**config.mk**
```make
export PLATFORM = sky130hd
export DESIGN_NAME = tlc_light_monitor
export DESIGN_NICKNAME = d
export VERILOG_FILES = /design/src/rtl/tlc_light_monitor.sv
export SDC_FILE = /design/constraint.sdc
export NUM_CORES = 1
export LEC_CHECK = 0
export CORE_UTILIZATION = 56
export CTS_CLUSTER_DIAMETER = 60
export DETAILED_ROUTE_END_ITERATION = 7
export PLACE_DENSITY = 0.93
export SLEW_MARGIN = 10
export SYNTH_ARGS = -nofsm -noshare
export SYNTH_HDL_FRONTEND = slang
export SYNTH_SLANG_ARGS = --single-unit
```
**constraint.sdc**
```tcl
create_clock -name clk -period 7.7 [get_ports clk]
set_input_delay 0.77 -clock clk [delete_from_list [all_inputs] [get_ports clk]]
set_output_delay 0.77 -clock clk [all_outputs]
set_load 0.1 [all_outputs]
```
**src/rtl/tlc_light_monitor.sv**
```systemverilog
// tlc_light_monitor: watches a highway/farm traffic-light pair, tracks the
// current phase and its dwell, counts completed light cycles and latches the
// first protocol violation into a sticky fault until clear_fault.
module tlc_light_monitor #(
  parameter int YEL_MIN   = 3,
  parameter int GRN_MIN   = 10,
  parameter int MAX_DWELL = 200   // must be <= 254 so MAX_DWELL+1 fits in dwell
) (
  input  logic       clk,
  input  logic       rst_n,
  input  logic       ena,
  input  logic [2:0] light_highway,
  input  logic [2:0] light_farm,
  input  logic       clear_fault,
  output logic [2:0] phase,
  output logic       fault,
  output logic [2:0] fault_code,
  output logic [7:0] dwell,
  output logic       cycle_done,
  output logic [7:0] cycle_cnt
);

  typedef enum logic [2:0] {
    S_SYNC  = 3'd0,
    S_HG_FR = 3'd1,
    S_HY_FR = 3'd2,
    S_HR_FG = 3'd3,
    S_HR_FY = 3'd4,
    S_FAULT = 3'd7
  } state_t;

  localparam logic [2:0] L_G = 3'b001;
  localparam logic [2:0] L_Y = 3'b010;
  localparam logic [2:0] L_R = 3'b100;

  localparam logic [7:0] YEL_MIN_L   = YEL_MIN[7:0];
  localparam logic [7:0] GRN_MIN_L   = GRN_MIN[7:0];
  localparam logic [7:0] MAX_DWELL_L = MAX_DWELL[7:0];

  // Map a lamp pair to the phase it represents; S_SYNC means "not a phase".
  function automatic state_t decode(input logic [2:0] h, input logic [2:0] f);
    state_t s;
    case ({h, f})
      {L_G, L_R}: s = S_HG_FR;
      {L_Y, L_R}: s = S_HY_FR;
      {L_R, L_G}: s = S_HR_FG;
      {L_R, L_Y}: s = S_HR_FY;
      default:    s = S_SYNC;
    endcase
    return s;
  endfunction

  // The single legal successor of each phase.
  function automatic state_t next_of(input state_t s);
    state_t n;
    case (s)
      S_HG_FR: n = S_HY_FR;
      S_HY_FR: n = S_HR_FG;
      S_HR_FG: n = S_HR_FY;
      S_HR_FY: n = S_HG_FR;
      default: n = S_SYNC;
    endcase
    return n;
  endfunction

  state_t     state_q, state_d;
  logic [2:0] fault_code_q, fault_code_d;
  logic [7:0] dwell_q, dwell_d;
  logic       cycle_done_q, cycle_done_d;
  logic [7:0] cycle_cnt_q, cycle_cnt_d;
  // Set while in the partial phase entered from SYNC; suppresses min-dwell checks.
  logic       first_q, first_d;

  state_t     dec, nxt;
  logic [2:0] fcode;

  // Fault detection for phase states; earlier branches are lower codes and win.
  always_comb begin
    dec   = decode(light_highway, light_farm);
    nxt   = next_of(state_q);
    fcode = 3'd0;
    if (!$onehot(light_highway) || !$onehot(light_farm))
      fcode = 3'd1;
    else if (light_highway != L_R && light_farm != L_R)
      fcode = 3'd2;
    else if (dec != S_SYNC && dec != state_q && dec != nxt)
      fcode = 3'd3;
    else if (dec == nxt && !first_q && (state_q == S_HY_FR || state_q == S_HR_FY)
             && dwell_q < YEL_MIN_L)
      fcode = 3'd4;
    else if (dec == nxt && !first_q && state_q == S_HR_FG && dwell_q < GRN_MIN_L)
      fcode = 3'd5;
    else if (dec != nxt && state_q != S_HG_FR && dwell_q == MAX_DWELL_L)
      fcode = 3'd6;
  end

  // Next-state, dwell, cycle accounting; everything holds when ena is low.
  always_comb begin
    state_d      = state_q;
    fault_code_d = fault_code_q;
    dwell_d      = dwell_q;
    cycle_done_d = 1'b0;
    cycle_cnt_d  = cycle_cnt_q;
    first_d      = first_q;
    if (ena) begin
      case (state_q)
        S_SYNC: begin
          if (dec != S_SYNC) begin
            state_d = dec;
            dwell_d = 8'd1;
            first_d = 1'b1;
          end
        end
        S_FAULT: begin
          if (clear_fault) begin
            state_d      = S_SYNC;
            fault_code_d = 3'd0;
            dwell_d      = 8'd0;
          end
        end
        S_HG_FR, S_HY_FR, S_HR_FG, S_HR_FY: begin
          if (fcode != 3'd0) begin
            state_d      = S_FAULT;
            fault_code_d = fcode;
          end else if (dec == nxt) begin
            state_d = nxt;
            dwell_d = 8'd1;
            first_d = 1'b0;
            if (state_q == S_HR_FY) begin
              cycle_done_d = 1'b1;
              cycle_cnt_d  = cycle_cnt_q + 8'd1;
            end
          end else if (dwell_q != 8'hFF) begin
            // Same phase (or an all-red gap): keep counting, saturating.
            dwell_d = dwell_q + 8'd1;
          end
        end
        default: state_d = S_SYNC;
      endcase
    end
  end

  // State register with asynchronous reset to a blank SYNC monitor.
  always_ff @(posedge clk or negedge rst_n) begin
    if (!rst_n) begin
      state_q      <= S_SYNC;
      fault_code_q <= 3'd0;
      dwell_q      <= 8'd0;
      cycle_done_q <= 1'b0;
      cycle_cnt_q  <= 8'd0;
      first_q      <= 1'b0;
    end else begin
      state_q      <= state_d;
      fault_code_q <= fault_code_d;
      dwell_q      <= dwell_d;
      cycle_done_q <= cycle_done_d;
      cycle_cnt_q  <= cycle_cnt_d;
      first_q      <= first_d;
    end
  end

  assign phase      = state_q;
  assign fault      = (state_q == S_FAULT);
  assign fault_code = fault_code_q;
  assign dwell      = dwell_q;
  assign cycle_done = cycle_done_q;
  assign cycle_cnt  = cycle_cnt_q;

endmodule

```
; ---- Word-level counts from Yosys, hierarchy flattened
; Index checks and enable logic that the tools add are counted.
; Widths: inputs -> output; s select.
[word_totals]
out_inout_bits = 24
word_cells = 98
input_bits = 10
ff_bits = 24
[classes]
n_bitwise = 1
muxes = 30
n_lt_le_gt_ge = 2
eq_ne = 26
n_reduce_logical = 27
addsub = 6
[ops]
columns = cell, n
row1 = $mux 8, 5
row2 = $mux 3, 11
row3 = $pmux 3 s4, 2
row4 = $pmux 8 s3, 1
row5 = $add 8x1->8 const B, 2
row6 = $eq 6x6->1 const B, 2
row7 = $ne 3x3->1 const B, 4
row8 = $logic_and 1x1->1, 10
row9 = $ne 2x2->1 const B, 5
row10 = $reduce_and 5->1, 2
row11 = $pmux 3 s3, 1
row12 = $reduce_bool 3->1, 3
row13 = $eq 8x8->1 const B, 1
row14 = $lt 8x2->1 const B, 1
row15 = $lt 8x4->1 const B, 1
row16 = $mux 1, 8
row17 = $ne 8x8->1 const B, 1
row18 = $reduce_and 4->1, 2
row19 = $eq 3x2->1 const B, 2
row20 = $eq 3x3->1 const B, 2
row21 = $eq 6x4->1 const B, 1
row22 = $eq 6x5->1 const B, 1
row23 = $ne 3x3->1, 2
row24 = $pmux 3 s2, 1
row25 = other kinds (14), 21

; ---- Logic depth before layout (Yosys ltp)
; Gate-level depths: netlist of the first run.
[logic_depth]
depth_word = 15
mapped_depth = 10
ltp_nobuf = 10

; ---- Worst setup path after synthesis of the first run
; OpenSTA, ideal clock, no wires.
[synth_path]
kind = reg-to-reg
start = register state_q[0] (netlist: phase[0])
end = register dwell_q[0] (netlist: dwell[0])
required_time_ns = 7.574
setup_ns = 0.126
stages_incl_launch_ff = 7
n_path_buf = 1
period_less_slack_ns = 4.951
t_arrival_ns = 4.825
setup_slack_ns = 2.749
path_cell_list = dfrtp_1 > clkbuf_1 > inv_1 > nor3_1 > o21ai_1 > and2_4 > mux2_4
[synth_via]
elab_cells_between_ends = 38
cone_classes = eq/ne (13) / mux (10) / reduce/logical (15)
[synth_rtl]
columns = item, line
row1 = start: declaration, 66  ; state_t state_q, state_d;
row2 = start signal: assignment, 153  ; state_q <= state_d;
row3 = $eq 3x3->1 *, -
row4 = via fault, 16  ; output logic fault,
row5 = $ne 2x2->1 (no line) / $reduce_bool 3->1 (equally long branches), -
row6 = $reduce_and 6->1 (no line), -
row7 = end signal: assignment, 155  ; dwell_q <= dwell_d;
row8 = end: declaration, 68  ; logic [7:0] dwell_q, dwell_d;
; Mark *: on every way through the listed nets, which the timed path passes. The rest lies on a longest branch. The select of a mux whose other input is x is not followed.
; A chain may end at the register's enable or synchronous reset.

; ---- Final worst setup path of the first run
[layout_path]
start = input port light_farm[0]
end = register dwell_q[0] (netlist: dwell[0])
[layout_via]
elab_chain_len = 14
elab_cells_between_ends = 39
cone_classes = add/sub (2) / eq/ne (12) / mux (10) / reduce/logical (15)
[layout_lines]
columns = item, line
row1 = start: declaration, 13  ; input logic [2:0] light_farm,
row2 = $eq 6x6->1 (tied with other cells), 43  ; case ({h, f})
row3 = $pmux 3 s4, 43
row4 = $ne 3x3->1 / $eq 3x3->1 (equally long branches), -
row5 = $logic_and 1x1->1 (on tied branches), "93, 88, 91"
row6 = $logic_and 1x1->1 (on tied branches), "93, 91"
row7 = $mux 3 / $logic_and 1x1->1 (equally long branches), "93, 91"
row8 = $mux 3, 91  ; else if (dec == nxt && !first_q && state_q == S_HR_FG && dwell_q < GRN_MIN_L)
row9 = $mux 3, 88  ; else if (dec == nxt && !first_q && (state_q == S_HY_FR || state_q == S_HR_FY)
row10 = $mux 3, 86  ; else if (dec != S_SYNC && dec != state_q && dec != nxt)
row11 = $mux 3, 84  ; else if (light_highway != L_R && light_farm != L_R)
row12 = $mux 3, 82  ; if (!$onehot(light_highway) || !$onehot(light_farm))
row13 = $reduce_bool 3->1, 122  ; if (fcode != 3'd0) begin
row14 = $ne 2x2->1 (no line), -
row15 = $reduce_and 6->1 (no line), -
; Several ways; a longest one is shown, not always the timed one. The select of a mux whose other input is x is not followed.

==> results of run 1 <==
worst max-delay path by stage:
stage                           from       end  cells after the start
detailed placement     light_farm[0]  dwell[0]                      9
global placement    light_highway[0]  dwell[0]                      9
CTS                    light_farm[0]  dwell[0]                      9
global route           light_farm[0]  dwell[7]                      9
floorplan                   phase[0]  dwell[0]                      6
finish                 light_farm[0]  dwell[0]                      9
worst reg2reg max path, cell delays in order, from the launching register on:
cell,delay [ns]
dfrtp_1,0.61
nor3b_1,0.61
nor2_1,0.09
nor4_1,0.61
nand4_1,0.40
and2_1,0.32
a211o_1,0.29
a211oi_1,0.22
flip-flops by register name, indices dropped and copies added (netlist names):
name        flops
cycle_cnt       8
dwell           8
fault_code      3
phase           3
cycle_done      1
first_q         1
cells in the mapped netlist (all sizes together), types with 2 or more instances:
cell type / number
mux2: 2
a21oi: 12
nand2b: 5
o31ai: 3
or4: 4
fa: 2
and2: 5
o22ai: 3
and4bb: 2
nor4: 4
a311oi: 2
o21ai: 13
o21a: 2
nor2: 20
nand4: 5
a211oi: 2
nand3: 10
dfrtp: 24
nand2: 18
nor3: 5
ha: 3
or3: 3
o211ai: 5
and4: 2
xnor2: 5
a211o: 3
o41ai: 2
xor2: 2
o32ai: 2
inv: 12
or2: 2
nor4bb: 2
and3: 6
clkbuf: 4
or3b: 2
through the flow:
step                      area [sq um]  utilization  hold slack, ns  power, uW  worst slack (ns)
final                             2192       0.7180          0.4839      640.7             3.614
after global routing              2192       0.7180          0.5069      680.0             3.490
after CTS                         2192       0.7180          0.4920      632.9             3.623
after detailed placement          2170       0.7107          0.4722      578.2             3.282
after global placement            2170       0.7107          0.4564      575.6             3.371
after floorplan                   1800            -          0.4678      490.3             2.749
area by class of cell:
| cell class | count | area share |
|---|---|---|
| Inverter | 12 | 0.02055 |
| Tap cell | 44 | 0.02511 |
| Clock buffer | 3 | 0.01027 |
| Timing Repair Buffer | 33 | 0.1507 |
| Sequential cell | 24 | 0.2740 |
| Multi-Input combinational cell | 169 | 0.5194 |
placed cells by master (no fill, tap or decap), drive strengths merged, types with 3 or more instances in the layout:
cell type	count
clkdlybuf4s50	33
dfrtp	24
nor2	20
nand2	18
o21ai	13
inv	12
a21oi	12
nand3	10
and3	6
nor3	5
o211ai	5
nand2b	5
nand4	5
xnor2	5
and2	5
nor4	4
or4	4
or3	3
o31ai	3
o22ai	3
ha	3
clkbuf	3
a211o	3
power by group:
part	leakage, uW	switching [uW]	internal (uW)
Combinational	0.000580	291	112
Sequential	0.000317	38.6	145
Clock	0.0000138	35.8	18.3
metal layers:
| metal | share of wire | up-vias | GRT usage | routed length (um) |
|---|---|---|---|---|
| met2 | 0.47 | 96 | 0.4319 | 2029 |
| met3 | 0.071 | 10 | 0.04615 | 305 |
| met1 | 0.44 | 802 | 0.3866 | 1898 |
| met5 | 0 | - | 0 | 0 |
| li1 | - | 850 | - | - |
| met4 | 0.016 | 0 | 0.1020 | 69 |
cells by family after synthesis:
group	synth area share
DFF	0.3336
AOI/OAI and AO/OA	0.2224
muxes	0.01459
adders and majority gates	0.04309
buffers and inverters	0.03405
and+or+nand+nor	0.3183
xor gates and xnor gates	0.03405
==> summary.md, run 1 <==
| Metric | Value |
|---|---|
| Final nets | 258 |
| Period utilization | 0.5306 |
| RSZ-0062 raised after global routing | false |
| Root Buffer | clkbuf_4 |
| Min-delay src | cycle_cnt[7] |
| Syn Area/Cell | 8.615 sq um |
| Die area | 0.003446 sq mm |
| Static leakage | 0.0009114 uW |
| # hold bufs at CTS | 0 |
| Number of port buffers | 33 |
| Synth warn | 0 |
| Layout cells sized above 1 | 0.08714 |
| Cells after synthesis | 209 |
| Drt pass-1 iters | 5 |
| # setup viols final | 0 |
| Antenna fix cells | 0 |
| Area delta synth->final | 21.75% |
| WP data required | 7.92 ns |
| Site Rows | 20 |
| CORE AREA | 0.003053 sq mm |
| Main synth FF type | dfrtp_1 |
| Vias per inst | 6.168 |
| Initial antenna violation count | 0 |
| H-tree depth | 1 |
| Die Width | 58.70 um |
| Clock buffer depth | 2 |
| Post-layout min period | 4.086 ns |
| Final WL | 4.303 mm |
| Via count | 1758 |
| Gpl congestion | 1.017 |
| Detailed Place HPWL | 3.233 mm |
| Setup TNS | 0 ns |
| CTS tree | yes |
| Top-Level Pins | 34 |
| PwrDens | 292.3 mW/mm^2 |
| Worst Hold Endpoint | cycle_cnt[7] |
| Sequential cell area fraction in the yosys report | 0.3336 |
| Max VDD drop | 214.1 uV |
| Maxcap violations | 0 |
| Clk_lat worst skew | 0.31 ns |
| Synth Register Bits | 24 |
| Reg2Reg Depth | 7 |
| Starting Density | 0.5898 |
| Violation count after the first detailed-route iteration | 85 |
| FMAX | 0.2447 GHz |
| Post-synth EDFFs | 0 |
| Worst Hold Path Cells | 1 |
| Filler cells | 264 |
| Placed cells | 282 |
| Kind of critical path | in2reg |
| Worst Path Buf+Inv | 2 |
| Library cells used by synthesis | 57 |
| Crit-path slowest cell | clkdlybuf4s50_1 |
| DR WL/cell | 15.10 um |
| Startpoint types | input pin |
| # resized after CTS | 0 |
| Crit end category | register |
| First-pass GRT wire length | 7.231 mm |
| Yosys top cell area share | 0.3336 |
| CTS clock-pin slew for the worst setup and hold paths | 0.12 ns |
| Die Y | 58.70 um |
| Vias in the first global route | 1595 |
| Reg2Reg Launch Point | phase[2] |
| Delay-heaviest family, CP | simple AND/OR/NAND/NOR gates |
| Finished Layout Cells | 285 |
| Final antenna-violating net count | 0 |
| CTS Sinks | 24 |
| Layout Skew | 0.005204 ns |
| HP Class | reg2reg |
| Sequential cell area | 600.6 sq um |
| Area occupied by multi-input gates | 0.001139 sq mm |
| Status | completed |
| Gr usage total | 0.2763 |
| Largest net degree at the start of global routing | 25 |
| R2r setup slk | 4.48 ns |
| Crit path arrival time | 4.30 ns |
| Setup Buffers After CTS | 0 |
| Area leader, netlist | dfrtp_1 |
| Async SR Flop Fraction | 1.000 |
| Cell area after synthesis | 0.001800 sq mm |
| Final Hold Fails | 0 |
| Worst slew pin tran | 1.053 ns |
| Cells taking the most area after synthesis | dfrtp_1, nor2_1, nand2_1 |
| Worst reg2reg endpoint | phase[1] |
| Worst-path cell chain | clkdlybuf4s50_1 > inv_1 > fa_1 > or4bb_1 > nand2b_1 > or4_4 > o41a_4 > and2_4 > mux2_4 |
| DRC | 0 |
| Syn Nets | 224 |
| Relative slew slack | 0.2960 |
| Cts bufs inserted | 3 |
| Final slew viol count | 0 |
| Crit path largest cell delay | 0.60 ns |
| GRT Residual Overflow | 0 |
| Max FO, Critical Path | 8 |
Power figures use the tool's default switching activity.
==> run 2: changes to the inputs <==
- CORE_UTILIZATION: 56 -> 52
- PLACE_DENSITY: 0.93 -> 0.88
- clock period: 7.7 -> 3.8 ns (I/O delays scaled with it)
==> run 2 against run 1 <==
Setup slack got worse by 3.2 ns; sequential share of layout area decreased by 1.5 points; register-to-register slack got worse by 3.6 ns; clock-buffer cell count unchanged; wire length decreased by 2.5%; core utilization decreased by 2.4 points; design area increased by 5.7%; combinational power increased by 110%; via count increased by 3.3%; largest power group unchanged; highest routed layer unchanged; global-route usage decreased by 2.1 points; clock power increased by 92%; total power increased by 110%.
==> summary.md, run 2 (same netlist as run 1, synthesis figures left out) <==
| Metric | Value |
|---|---|
| Clock buffer depth | 2 |
| Crit path arrival time | 3.65 ns |
| HP Class | reg2reg |
| Worst slew pin tran | 0.9790 ns |
| Final slew viol count | 0 |
| Top-Level Pins | 34 |
| Largest net degree at the start of global routing | 25 |
| Max FO, Critical Path | 6 |
| CORE AREA | 0.003337 sq mm |
| Starting Density | 0.5396 |
| # resized after CTS | 0 |
| FMAX | 0.2925 GHz |
| Switching Share | 0.5583 |
| Commonest non-fill, non-tap cell in the layout | clkdlybuf4s50_1 |
| Worst reg2reg endpoint | cycle_cnt[1] |
| WP data required | 4.03 ns |
| Clk pwr share | 0.078 |
| Die Width | 60.84 um |
| DRC | 0 |
| Root Buffer | clkbuf_4 |
| H-tree depth | 1 |
| Post-layout min period | 3.418 ns |
| Kind of critical path | in2reg |
| Reg2Reg Depth | 8 |
| Worst setup startpoint | light_highway[0] |
| DR WL/cell | 13.89 um |
| Final nets | 273 |
| Power Internal | 585.1 uW |
| Startpoint types | input pin |
| PwrDens | 571.9 mW/mm^2 |
| Setup Slack @ Placement | 0.06126 ns |
| Drt pass-1 iters | 7 |
| Relative slew slack | 0.3453 |
| Site Rows | 21 |
| Layout Skew | 0.001510 ns |
| Via count | 1816 |
| Max VDD drop | 295.0 uV |
| Gr usage total | 0.2552 |
| Switching power total | 739.5 uW |
| Vias per inst | 6.013 |
| GRT Residual Overflow | 0 |
| Status | completed |
| Final Hold Fails | 0 |
| # hold bufs at CTS | 0 |
| Final antenna-violating net count | 0 |
| Final WL | 4.195 mm |
| R2r setup slk | 0.88 ns |
| CTS Sinks | 24 |
| Area delta synth->final | 28.63% |
| Initial antenna violation count | 0 |
| Period utilization | 0.8996 |
| CTS clock-pin slew for the worst setup and hold paths | 0.12 ns |
| CTS tree | yes |
| Gpl congestion | 0.8843 |
| Number of port buffers | 33 |
| Setup Buffers After CTS | 0 |
| Violation count after the first detailed-route iteration | 130 |
| Setup crit end | dwell[7] |
| First-pass GRT wire length | 7.176 mm |
| Static leakage | 0.0009846 uW |
| Setup TNS | 0 ns |
| Reg2Reg Launch Point | phase[1] |
| Clk_lat worst skew | 0.30 ns |
| Commonest non-fill, non-tap cells in the layout | clkdlybuf4s50_1, dfrtp_1, nor2_1 |
| Detailed Place HPWL | 3.390 mm |
| Die area | 0.003702 sq mm |
| RSZ-0062 raised after global routing | false |
| Cts bufs inserted | 3 |
| Maxcap violations | 0 |
| Die Y | 60.84 um |
| Combinational power share | 0.641 |
| Post-route setup slack | 0.3817 ns |
| Flop pwr share | 0.280 |
| Antenna fix cells | 0 |
| Vias in the first global route | 1596 |
| Layout cells sized above 1 | 0.1484 |
| # setup viols final | 0 |
| Crit end category | register |
-- run 2: cell count changes in the layout (fill, tap and decap cells not counted), sizes merged --
| cell | change |
|---|---|
| clkdlybuf4s50 | -1 |
| buf | +16 |
-- run 2: power by group through the flow --
stage               registers (uW)  logic (uW)  clock network (uW)
floorplan                      570         435                   0
CTS                            371         846                 106
global route                   383         920                 117
global placement               375         837                   0
detailed placement             375         843                   0
finish                         371         849                 104
-- run 2: final cells by class --
| type | count | area [sq um] |
|---|---|---|
| Tap cell | 46 | 57.56 |
| Inverter | 12 | 45.04 |
| Sequential cell | 24 | 600.6 |
| Clock buffer | 3 | 22.52 |
| Multi-Input combinational cell | 169 | 1150 |
| Fill cell | 284 | 1021 |
| Timing Repair Buffer | 48 | 440.4 |
-- run 2: worst min-delay path by stage --
stage,start,to,slack [ns],cells past startpoint
final,cycle_cnt[7],cycle_cnt[7],0.47,1
after global routing,cycle_cnt[7],cycle_cnt[7],0.49,1
after CTS,cycle_cnt[7],cycle_cnt[7],0.48,1
after detailed placement,cycle_cnt[7],cycle_cnt[7],0.46,1
after global placement,cycle_cnt[7],cycle_cnt[7],0.45,1
after floorplan,rst_n,cycle_cnt[0],0.08,0
-- run 2: critical path, stage by stage --
cell             delay [ns]
clkdlybuf4s50_1        0.43
buf_4                  0.16
or3b_4                 0.42
or4_1                  0.48
and4_4                 0.23
or4_4                  0.53
or4_4                  0.58
or3_1                  0.36
o21ai_0                0.07
-- run 2: per-stage QoR --
stage / std cells / power [uW] / hold slack, ns / cell area [sq um] / util
after global routing: 302 / 1420 / 0.4877 / 2316 / 0.6940
after CTS: 302 / 1322 / 0.4761 / 2316 / 0.6940
after global placement: 299 / 1212 / 0.4544 / 2293 / 0.6873
final: 302 / 1325 / 0.4703 / 2316 / 0.6940
after detailed placement: 299 / 1219 / 0.4558 / 2293 / 0.6873
after floorplan: 209 / 1005 / 0.08441 / 1812 / -
-- run 2: per-layer routing --
layer | vias up | global-route usage | wire length [um] | share of wire
met3 | 4 | 0.03625 | 251 | 0.060
met2 | 85 | 0.4301 | 2083 | 0.50
li1 | 879 | - | - | -
met5 | - | 0 | 0 | 0
met4 | 0 | 0.05519 | 40 | 0.0095
met1 | 848 | 0.3487 | 1820 | 0.43
